==> src/rtl/defines.sv <==
// Shared constants and FSM state type for the bumper hit controller.
package defines;

    localparam logic [7:0] BUMPER_FLASH_COLOR = 8'hFF;

    typedef enum logic [1:0] {
        StIdle,
        StFlash,
        StCooldown
    } state_e;

endpackage

==> src/rtl/frame_down_counter.sv <==
// Frame countdown: load has priority over decrement; zero_o flags a count of 0.
module frame_down_counter #(
    parameter int unsigned WIDTH = 8
) (
    input  logic             clk_i,
    input  logic             rst_ni,
    input  logic             load_i,
    input  logic [WIDTH-1:0] load_val_i,
    input  logic             dec_i,
    output logic             zero_o
);

    logic [WIDTH-1:0] cnt_q, cnt_d;

    always_comb begin
        cnt_d = cnt_q;
        if (load_i) begin
            cnt_d = load_val_i;
        end else if (dec_i) begin
            cnt_d = cnt_q - 1'b1;
        end
    end

    always_ff @(posedge clk_i or negedge rst_ni) begin
        if (!rst_ni) begin
            cnt_q <= '0;
        end else begin
            cnt_q <= cnt_d;
        end
    end

    assign zero_o = (cnt_q == '0);

endmodule

==> src/rtl/bumper_hit_ctrl.sv <==
// Bumper hit detection: registered pixel path, per-frame hit evaluation,
// flash/cooldown sequencing and saturating score.
module bumper_hit_ctrl
    import defines::*;
#(
    parameter int unsigned FLASH_FRAMES    = 8,
    parameter int unsigned COOLDOWN_FRAMES = 4,
    parameter int unsigned SCORE_PER_HIT   = 10,
    parameter int unsigned SCORE_WIDTH     = 16
) (
    input  logic                   clk,
    input  logic                   resetN,
    input  logic                   startOfFrame,
    input  logic                   drawBall,
    input  logic                   drawBumper,
    input  logic [7:0]             RGBBumper,
    output logic                   drawBumperOut,
    output logic [7:0]             RGBBumperOut,
    output logic                   bumperCollision,
    output logic                   hitPulse,
    output logic [SCORE_WIDTH-1:0] score
);

    localparam logic [7:0] FlashLoad = 8'(FLASH_FRAMES - 1);
    localparam logic [7:0] CoolLoad  = 8'(COOLDOWN_FRAMES - 1);
    localparam logic [SCORE_WIDTH:0] HitInc = (SCORE_WIDTH + 1)'(SCORE_PER_HIT);

    state_e                 state_q, state_d;
    logic                   col_seen_q, col_seen_d;
    logic                   hit_pulse_q, hit_pulse_d;
    logic [SCORE_WIDTH-1:0] score_q, score_d;
    logic                   draw_q;
    logic [7:0]             rgb_q, rgb_d;
    logic                   coll_q;

    logic                   collision;
    logic                   hit_eval;
    logic [SCORE_WIDTH:0]   score_sum;
    logic [SCORE_WIDTH-1:0] score_sat;
    logic                   cnt_load, cnt_dec, cnt_zero;
    logic [7:0]             cnt_load_val;

    assign collision = drawBall & drawBumper;
    // A collision on the startOfFrame cycle still belongs to the closing frame.
    assign hit_eval  = col_seen_q | collision;
    assign score_sum = {1'b0, score_q} + HitInc;
    assign score_sat = score_sum[SCORE_WIDTH] ? '1 : score_sum[SCORE_WIDTH-1:0];

    always_comb begin
        state_d      = state_q;
        col_seen_d   = startOfFrame ? 1'b0 : hit_eval;
        hit_pulse_d  = 1'b0;
        score_d      = score_q;
        cnt_load     = 1'b0;
        cnt_load_val = '0;
        cnt_dec      = 1'b0;
        unique case (state_q)
            StIdle: begin
                if (startOfFrame && hit_eval) begin
                    state_d      = StFlash;
                    cnt_load     = 1'b1;
                    cnt_load_val = FlashLoad;
                    hit_pulse_d  = 1'b1;
                    score_d      = score_sat;
                end
            end
            StFlash: begin
                if (startOfFrame) begin
                    if (cnt_zero) begin
                        state_d      = StCooldown;
                        cnt_load     = 1'b1;
                        cnt_load_val = CoolLoad;
                    end else begin
                        cnt_dec = 1'b1;
                    end
                end
            end
            StCooldown: begin
                if (startOfFrame) begin
                    if (cnt_zero) begin
                        state_d = StIdle;
                    end else begin
                        cnt_dec = 1'b1;
                    end
                end
            end
            default: state_d = StIdle;
        endcase
    end

    always_comb begin
        rgb_d = RGBBumper;
        if (state_q == StFlash && drawBumper) begin
            rgb_d = BUMPER_FLASH_COLOR;
        end
    end

    frame_down_counter #(
        .WIDTH (8)
    ) u_frame_cnt (
        .clk_i      (clk),
        .rst_ni     (resetN),
        .load_i     (cnt_load),
        .load_val_i (cnt_load_val),
        .dec_i      (cnt_dec),
        .zero_o     (cnt_zero)
    );

    always_ff @(posedge clk or negedge resetN) begin
        if (!resetN) begin
            state_q     <= StIdle;
            col_seen_q  <= 1'b0;
            hit_pulse_q <= 1'b0;
            score_q     <= '0;
            draw_q      <= 1'b0;
            rgb_q       <= 8'h00;
            coll_q      <= 1'b0;
        end else begin
            state_q     <= state_d;
            col_seen_q  <= col_seen_d;
            hit_pulse_q <= hit_pulse_d;
            score_q     <= score_d;
            draw_q      <= drawBumper;
            rgb_q       <= rgb_d;
            coll_q      <= collision;
        end
    end

    assign drawBumperOut   = draw_q;
    assign RGBBumperOut    = rgb_q;
    assign bumperCollision = coll_q;
    assign hitPulse        = hit_pulse_q;
    assign score           = score_q;

endmodule

==> config.mk <==
export PLATFORM = sky130hd
export DESIGN_NAME = bumper_hit_ctrl
export DESIGN_NICKNAME = d
export VERILOG_FILES = /design/src/rtl/defines.sv /design/src/rtl/frame_down_counter.sv /design/src/rtl/bumper_hit_ctrl.sv
export SDC_FILE = /design/constraint.sdc
export NUM_CORES = 1
export LEC_CHECK = 0
export CORE_AREA = 5 5 95 97
export CTS_CLUSTER_DIAMETER = 150
export DETAILED_ROUTE_END_ITERATION = 10
export DIE_AREA = 0 0 100 102
export RECOVER_POWER = 25
export SETUP_SLACK_MARGIN = 0.3
export SLEW_MARGIN = 10
export SYNTH_ARGS = -nofsm -noshare
export SYNTH_HDL_FRONTEND = slang
export SYNTH_HIERARCHICAL = 1
export SYNTH_SLANG_ARGS = --single-unit
export TNS_END_PERCENT = 1
==> constraint.sdc <==
create_clock -name clk -period 5.2 [get_ports clk]
set_clock_uncertainty 0.15 [all_clocks]
set_input_delay 0.52 -clock clk [delete_from_list [all_inputs] [get_ports clk]]
set_output_delay 0.52 -clock clk [all_outputs]
set_load 0.05 [all_outputs]
==> results of run 1 <==
cells in the mapped netlist, types with 4 or more instances:
library cell	instances	area, µm²
nand2_1	17	63.8
nor3_1	4	20.0
nand3_1	4	20.0
ha_1	7	87.6
a31oi_1	4	25.0
inv_1	4	15.0
dfrtp_1	38	951
xnor2_1	7	61.3
a21oi_1	12	60.1
and3_1	5	31.3
nand2b_1	11	68.8
nor2_1	9	33.8
o21ai_0	13	65.1
cell type report:
type                       count  area (µm²)
fill                         847        5630
sequential                    38         951
multi-input combinational    132         846
timing repair buffer          39         384
tap                          105         131
clock buffer                   6        82.6
inverter                       4        15.0
clock inverter                 2        12.5
metal layers:
metal	routed length [µm]	up-vias
li1	-	699
met4	15	0
met2	1790	32
met3	288	2
met1	1660	647
met5	0	-
logic make-up after synthesis:
family	synth area share, %
buffers and inverters	1.25
AO/OA/AOI/OAI	11.5
XOR/XNOR	4.37
flip-flops	52.7
adder cells (fa/ha/maj)	4.85
AND/OR/NAND/NOR	23.9
multiplexers	1.25
other	0.208
per-stage QoR:
stage | worst slack (ns) | total power (µW) | area (µm²) | std cells
2_1_floorplan | 2.84 | 784 | 1820 | 175
3_5_place_dp | 2.29 | 941 | 2330 | 318
4_1_cts | 2.58 | 1160 | 2420 | 326
6_report | 2.50 | 1140 | 2420 | 326
3_3_place_gp | 2.36 | 935 | 2330 | 318
5_1_grt | 2.35 | 1230 | 2420 | 326
worst reg2reg max path, delay by kind of cell, from the launching register on:
kind,cells,cell delay [ns]
DFF,1,0.43
AOI/OAI and AO/OA,1,0.23
and+or+nand+nor,5,1.72
flip-flops by register name, summed over array words and instances, names as in the netlist:
| register | count |
|---|---|
| score | 16 |
| RGBBumperOut | 8 |
| u_frame_cnt/cnt_q | 8 |
| state_q | 2 |
| bumperCollision | 1 |
| col_seen_q | 1 |
| drawBumperOut | 1 |
| hitPulse | 1 |
final timing paths:
kind                       depth (start not counted)              endpoint                 start  slack [ns]
max reg2reg                                        6  u_frame_cnt/cnt_q[5]  u_frame_cnt/cnt_q[3]        2.57
max                                                6  u_frame_cnt/cnt_q[7]            drawBumper        2.50
max in group asynchronous                          1       RGBBumperOut[0]                resetN        3.08
min                                                1              score[0]              score[0]        0.32
min reg2reg                                        1              score[0]              score[0]        0.32
min in group asynchronous                          1              score[8]                resetN        0.64
cells in the final DEF, fill, tap and decap left out, drive strengths merged, types with 2 or more instances in the layout:
cell type / Yosys / routed
a31oi: 4 / 4
inv: 4 / 4
nor2b: 3 / 3
conb: 1 / 5
and4: 2 / 2
o31a: 2 / 2
nor2: 9 / 9
or4: 3 / 3
nand4: 2 / 2
xnor2: 7 / 7
nor3: 4 / 4
ha: 7 / 7
o21ai: 13 / 13
and3: 5 / 5
nor4: 3 / 3
clkdlybuf4s50: 0 / 37
xor2: 2 / 2
dfrtp: 38 / 38
mux2: 2 / 2
nand2: 18 / 18
clkbuf: 0 / 7
nand3: 4 / 4
nor4b: 2 / 2
a21oi: 13 / 13
nand2b: 11 / 11
power by group through the flow:
| stage | clock network (µW) | registers (µW) | logic [µW] |
|---|---|---|---|
| final | 212 | 444 | 483 |
| after global routing | 235 | 460 | 531 |
| after CTS | 224 | 446 | 493 |
| after detailed placement | 0 | 450 | 491 |
| after global placement | 0 | 452 | 483 |
| after floorplan | 0 | 570 | 214 |
==> flow_summary.yaml, run 1 <==
run_status:
  status: "finished, violations left"
  violations: "capacitance limit, slew limit"
global_route:
  grt_pass1_wl_mm: 6.52
  grt_overflow_total: 0
  grt_use_total_pct: 7.82
  met2_usage_pct: 13.2
  gr-usage-met3_pct: 3.07
  grt_use_met1_pct: 9.54
  first_global_vias: 1456
  gr-max-usage-layer: "met2"
  grt_max_degree: 39
  antenna_found_initial: 0
finish:
  final_util_pct: 30.1
  finalNetCount: 240
  num_antenna_cells: 0
  drive_above_1_share_pct: 7.24
  areaGrowthSynthToFinish_pct: 34.3
floorplanning:
  die_w_um: 100
  row_count: 33
  core_area_mm2: 0.00805
  ios: 40
  start_util_pct: 22.4
  die_y_um: 102
  die_area_mm2: 0.0102
detailed_routing:
  ant_nets: 0
  viasPerCell: 4.23
  drt_iter0_drc: 52
  drt_wl_total_mm: 3.75
  first_pass_iters: 3
  drc: 0
  avgRoutedWirePerCell_um: 11.5
  via_count: 1380
critical_path:
  crit_path_top_delay_cell: "dlygate4sd3_1"
  critPathMaxStageDelay_ns: 0.59
  cp.buffers_inverters: 1
  end_kind: "flop"
  crit_chain: "dlygate4sd3_1 > a21oi_2 > nor2_1 > a31o_2 > or4_1 > nand3_1"
  crit_required_ns: 5.28
  timing_worst_setup_path_type: "in -> reg"
  crit_path_start_kind: "input port"
  cpLargestDelayFamily: "simple AND/OR/NAND/NOR gates"
  arrival_ns: 2.78
  crit_fanout: 20
synthesis:
  synthesis.area_mm2: 0.00180
  synthFlopType: "dfrtp_1"
  ys_types: 39
  syn_inst: 171
  syn_area_per_cell_um2: 10.6
  ys_seq_area_share_pct: 52.7
  synth_seq_cells: 38
  synthArstFlopShare_pct: 100
  yosys_warnings: 6
  synth_edf_count: 0
timing:
  slew_viol_final: 39
  holdWs_ns: 0.321
  worstMarginPinSlew_ns: 2.03
  rsz0062_at_grt: "no"
  slew_headroom_pct: -35.0
  finalHoldViolations: 0
  fin_crit_sh_pct: 52.0
  fmax_mhz: 370
  fin_tns_setup_ns: 0
  fin_crit_ns: 2.70
  setup_viol: 0
job:
  drv_cap: 1
pwr:
  p_sw_uw: 476
  ir_drop_mv: 0.176
  pwr-share-clk_pct: 18.6
  switching_share_pct: 41.7
  powerDensity_mw_per_mm2: 471
  comb_power_share_pct: 42.4
  internal_power_uw: 664
  leakage_uw: 0.00101
  seq_power_share_pct: 39.0
placement:
  gp_congestion: 0.762
  port_buffers: 39
  hpwl_mm: 2.82
clock_network:
  insertion_delay_ns: 0.29
  numCtsBuffers: 5
  clkTransAtPathRegs_ns: 0.08
  holdBufCountCts: 0
  cts_resized: 0
  cts_buffer_depth: 2
  tritoncts: "yes"
  clockRootBuffer: "clkbuf_8"
  clock_sinks: 38
  h-tree-depth: 2
  post-cts-setup-buffers: 0
min_path:
  hold_path.class: "reg -> reg"
Power figures use the tool's default switching activity.
==> run 2: changes to the inputs <==
- clock period: 5.2 -> 2.7 ns (I/O delays scaled with it)
==> run 2 against run 1 <==
Effect of this change:
- the flow now finishes without violations
- critical path depth up 1
- core utilization up 1.3 points
- non-clock buffer count up 9
- first-iteration DRC count shrank 31%
- sequential cell count is the same
- via count up 3.5%
- clock power rose by 88%
- final cell count rose by 2.8%
- critical endpoint is now u_frame_cnt/cnt_q[5]
==> flow_summary.yaml, run 2 (synthesis gave the netlist of run 1 again) <==
finish:
  ff_latch_area_um2: 953
  final_cell_mix: "clkdlybuf4s50_1 (37), dfrtp_1 (36), nand2_1 (17), a21oi_1 (13), o21ai_0 (12)"
  fin_cells: 335
  largest_reg_flops: 16
  multiInputGateArea_um2: 878
  drive_above_1_share_pct: 13.0
  final_util_pct: 31.3
  design_area_mm2: 0.00252
  num_antenna_cells: 0
  n_fill_cell: 848
  finalNetCount: 249
  mostFrequentLayoutCell: "clkdlybuf4s50_1"
  areaGrowthSynthToFinish_pct: 39.9
detailed_routing:
  viasPerCell: 4.26
  drc: 0
  via_count: 1428
  ant_nets: 0
  drt_iter0_drc: 36
  first_pass_iters: 4
  avgRoutedWirePerCell_um: 11.7
  drt_wl_total_mm: 3.93
critical_path:
  end_kind: "flop"
  timing_worst_setup_path_type: "reg -> reg"
  crit_required_ns: 2.73
  crit_chain: "inv_1 > ha_1 > nor4b_4 > and3b_2 > or4b_4 > o31a_1 > o31a_1"
  cpLargestDelayFamily: "simple AND/OR/NAND/NOR gates"
  cp_common_cell: "o31a_1"
  cp_num_cells: 7
  cp.buffers_inverters: 1
  crit_path_start_kind: "flop"
  ff2ff_setup_slack_ns: 0.34
  crit_fanout: 5
  arrival_ns: 2.38
  ff2ff_path_depth: 7
  crit_path_top_delay_cell: "or4b_4"
  critPathMaxStageDelay_ns: 0.51
global_route:
  grt_max_degree: 39
  met2_usage_pct: 13.3
  antenna_found_initial: 0
  gr-usage-met3_pct: 3.07
  grt_pass1_wl_mm: 6.57
  grt_use_met1_pct: 9.71
  grt_overflow_total: 0
  gr-max-usage-layer: "met2"
  grt_use_total_pct: 7.89
  first_global_vias: 1432
floorplanning:
  die_y_um: 102
  start_util_pct: 22.4
  row_count: 33
  die_area_mm2: 0.0102
  core_area_mm2: 0.00805
  die_w_um: 100
  ios: 40
clock_network:
  numCtsBuffers: 5
  tritoncts: "yes"
  cts_buffer_depth: 2
  h-tree-depth: 2
  clock_sinks: 38
  clkTransAtPathRegs_ns: 0.08
  clockRootBuffer: "clkbuf_8"
  insertion_delay_ns: 0.30
timing:
  fin_tns_setup_ns: 0
  rsz0062_at_grt: "yes"
  worstMarginPinSlew_ns: 0.964
  finalHoldViolations: 0
  setup_viol: 0
  fin_crit_ns: 2.36
  fmax_mhz: 424
  slew_headroom_pct: 35.7
  fin_crit_sh_pct: 87.3
  slew_viol_final: 0
  holdWs_ns: 0.318
placement:
  port_buffers: 39
  hpwl_mm: 2.79
  dpl.cell_count: 322
  place_area_mm2: 0.00236
  gp_congestion: 0.769
pwr:
  powerDensity_mw_per_mm2: 902
  leakage_uw: 0.00106
  ir_drop_mv: 0.337
job:
  drv_cap: 0
run_status:
  status: "completed"
min_path:
  worstHoldPathCells: 1
  hold_path.class: "reg -> reg"
==> run 2: changes by cell type in the layout (fill, tap and decap cells not counted), sizes merged <==
| cell | change |
|---|---|
| clkinv | +1 |
| clkbuf | -1 |
| dlygate4sd3 | +1 |
| buf | +8 |
==> run 2: stage by stage <==
step,setup WS (ns),power [µW]
after detailed placement,0.263,1820
after global placement,0.299,1800
after CTS,0.319,2250
final,0.344,2280
after floorplan,0.344,1510
after global routing,0.272,2450
==> run 2: area by class of cell <==
class | instances | area share, %
inverter | 4 | 0.595
clock inverter | 3 | 0.843
sequential | 38 | 37.8
multi-input combinational | 132 | 34.8
timing repair buffer | 48 | 18.0
clock buffer | 5 | 2.73
tap | 105 | 5.21
==> run 2: power by group <==
| group | switching (µW) | total (µW) | internal [µW] |
|---|---|---|---|
| registers | 147 | 864 | 717 |
| clock network | 217 | 399 | 182 |
| logic | 594 | 1010 | 419 |
| total | 958 | 2280 | 1320 |
==> run 2: worst paths after layout <==
path | startpoint | end
min in group asynchronous | resetN | score[8]
hold / removal | score[0] | score[0]
setup / recovery | u_frame_cnt/cnt_q[1] | u_frame_cnt/cnt_q[5]
max in group asynchronous | resetN | u_frame_cnt/cnt_q[4]
hold reg to reg | score[0] | score[0]
setup reg to reg | u_frame_cnt/cnt_q[1] | u_frame_cnt/cnt_q[5]
==> run 2: timing repair <==
item | CTS | global route
hold buffers | 1 | 0
resized for setup | 2 | 7
setup endpoints to repair | 5 | 8
hold endpoints to repair | 38 | 0
setup buffers | 1 | 3
pin swaps | 0 | 1
cloned | 0 | 0
==> run 2: per-layer routing <==
| layer | share of wire, % | vias to the layer above |
|---|---|---|
| met5 | 0 | - |
| met4 | 0.48 | 0 |
| met3 | 6.1 | 3 |
| met1 | 45 | 679 |
| met2 | 48 | 30 |
| li1 | - | 716 |
==> run 3: changes to the inputs <==
- ABC_AREA: unset -> 0
- clock period: 2.7 -> 2.9 ns (I/O delays scaled with it)
==> run 3 against run 2 <==
Effect of this change:
- power is 12% lower
- core utilization is 1.2 points lower
- sequential cell count stayed put
- via count is 1.6% lower
- wire length is 3.1% lower
- critical path type unchanged
- highest routed layer is now met3
==> flow_summary.yaml, run 3 (synthesis gave the netlist of run 1 again) <==
placement:
  place_area_mm2: 0.00234
  gp_congestion: 0.717
  dpl.cell_count: 319
  hpwl_mm: 2.85
  port_buffers: 39
  place_ws_ns: 0.333
finish:
  areaGrowthSynthToFinish_pct: 34.4
  mostFrequentLayoutCell: "dfrtp_1"
  final_cell_mix: "dfrtp_1 (38), clkdlybuf4s50_1 (37), nand2_1 (17), a21oi_1 (13), o21ai_0 (13)"
  finalNetCount: 242
  n_fill_cell: 851
  fin_cells: 327
  ff_latch_area_um2: 951
  num_antenna_cells: 0
  largest_reg_flops: 16
  multiInputGateArea_um2: 848
  design_area_mm2: 0.00242
  drive_above_1_share_pct: 6.76
floorplanning:
  die_area_mm2: 0.0102
  start_util_pct: 22.4
  row_count: 33
  die_w_um: 100
  ios: 40
  die_y_um: 102
  core_area_mm2: 0.00805
timing:
  setup_viol: 0
  fmax_mhz: 405
  fin_crit_sh_pct: 85.2
  fin_crit_ns: 2.47
  rsz0062_at_grt: "no"
  worstMarginPinSlew_ns: 0.966
  slew_headroom_pct: 35.6
  finalHoldViolations: 0
  setup_slack_ns: 0.429
  slew_viol_final: 0
  fin_tns_setup_ns: 0
critical_path:
  cp_common_cell: "o31a_1"
  crit_path_start_kind: "flop"
  crit_chain: "inv_1 > ha_1 > nor4b_2 > and3b_1 > or4b_4 > o31a_1 > o31a_1"
  crit_fanout: 7
  timing_worst_setup_path_type: "reg -> reg"
  arrival_ns: 2.48
  critPathMaxStageDelay_ns: 0.53
  end_kind: "flop"
  crit_path_top_delay_cell: "or4b_4"
  crit_required_ns: 2.91
clock_network:
  cts_buffer_depth: 2
  h-tree-depth: 2
  clkTransAtPathRegs_ns: 0.07
  numCtsBuffers: 5
  insertion_delay_ns: 0.28
  tritoncts: "yes"
  clock_sinks: 38
  post-cts-setup-buffers: 0
  clockRootBuffer: "clkbuf_8"
global_route:
  grt_use_total_pct: 7.91
  first_global_vias: 1414
  grt_pass1_wl_mm: 6.56
  grt_overflow_total: 0
  antenna_found_initial: 0
  grt_max_degree: 39
detailed_routing:
  drt_iter0_drc: 57
  first_pass_iters: 4
  avgRoutedWirePerCell_um: 11.6
  via_count: 1405
  drc: 0
  viasPerCell: 4.30
  drt_wl_total_mm: 3.81
  ant_nets: 0
job:
  drv_cap: 0
min_path:
  hold_path.class: "reg -> reg"
pwr:
  power.total_uw: 2010
  leakage_uw: 0.00101
  ir_drop_mv: 0.300
  powerDensity_mw_per_mm2: 828
run_status:
  status: "completed"
-- run 3: worst max-delay path: cells and delay by family, from the launching register on --
| kind | cells | cell delay (ns) |
|---|---|---|
| AO/OA/AOI/OAI | 2 | 0.52 |
| AND/OR/NAND/NOR | 3 | 1.04 |
| adder cells (fa/ha/maj) | 1 | 0.20 |
| buffers and inverters | 1 | 0.07 |
| flip-flops | 1 | 0.38 |
-- run 3: cell type report --
type	instances	share of cell area, %
sequential	38	39.2
multi-input combinational	132	35.0
timing repair buffer	41	16.6
tap	105	5.42
clock buffer	7	3.15
inverter	4	0.619
-- run 3: layer usage --
| metal | share of wire, % | vias to the layer above | global-route usage (%) |
|---|---|---|---|
| met4 | 0 | 0 | 1.24 |
| met3 | 8.5 | 0 | 3.69 |
| met1 | 44 | 664 | 9.60 |
| li1 | - | 707 | - |
| met5 | 0 | - | 0 |
| met2 | 47 | 34 | 13.2 |
-- run 3: metrics by stage --
| stage | hold slack (ns) | util, % |
|---|---|---|
| floorplan | -0.156 | - |
| global placement | 0.306 | 29.0 |
| detailed placement | 0.309 | 29.0 |
| CTS | 0.331 | 30.1 |
| global route | 0.362 | 30.1 |
| finish | 0.323 | 30.1 |
-- run 3: what timing repair did --
action	CTS	global route
endpoints found under the hold margin	10	0
hold buffers	1	0
gates resized for setup	0	1
endpoints found under the setup margin	0	6
-- run 3: worst paths after layout --
check,startpoint,endpoint,slack (ns),cells after the start
hold / removal,score[0],score[0],0.32,1
setup / recovery,u_frame_cnt/cnt_q[0],u_frame_cnt/cnt_q[5],0.43,7
hold reg to reg,score[0],score[0],0.32,1
max in group asynchronous,resetN,u_frame_cnt/cnt_q[3],1.45,2
min in group asynchronous,resetN,score[8],0.54,2
setup reg to reg,u_frame_cnt/cnt_q[0],u_frame_cnt/cnt_q[5],0.43,7
-- run 3: where the power goes --
part           internal, µW  switching [µW]
sequential              666             134
clock                   166             168
combinational           339             536
total                  1170             838
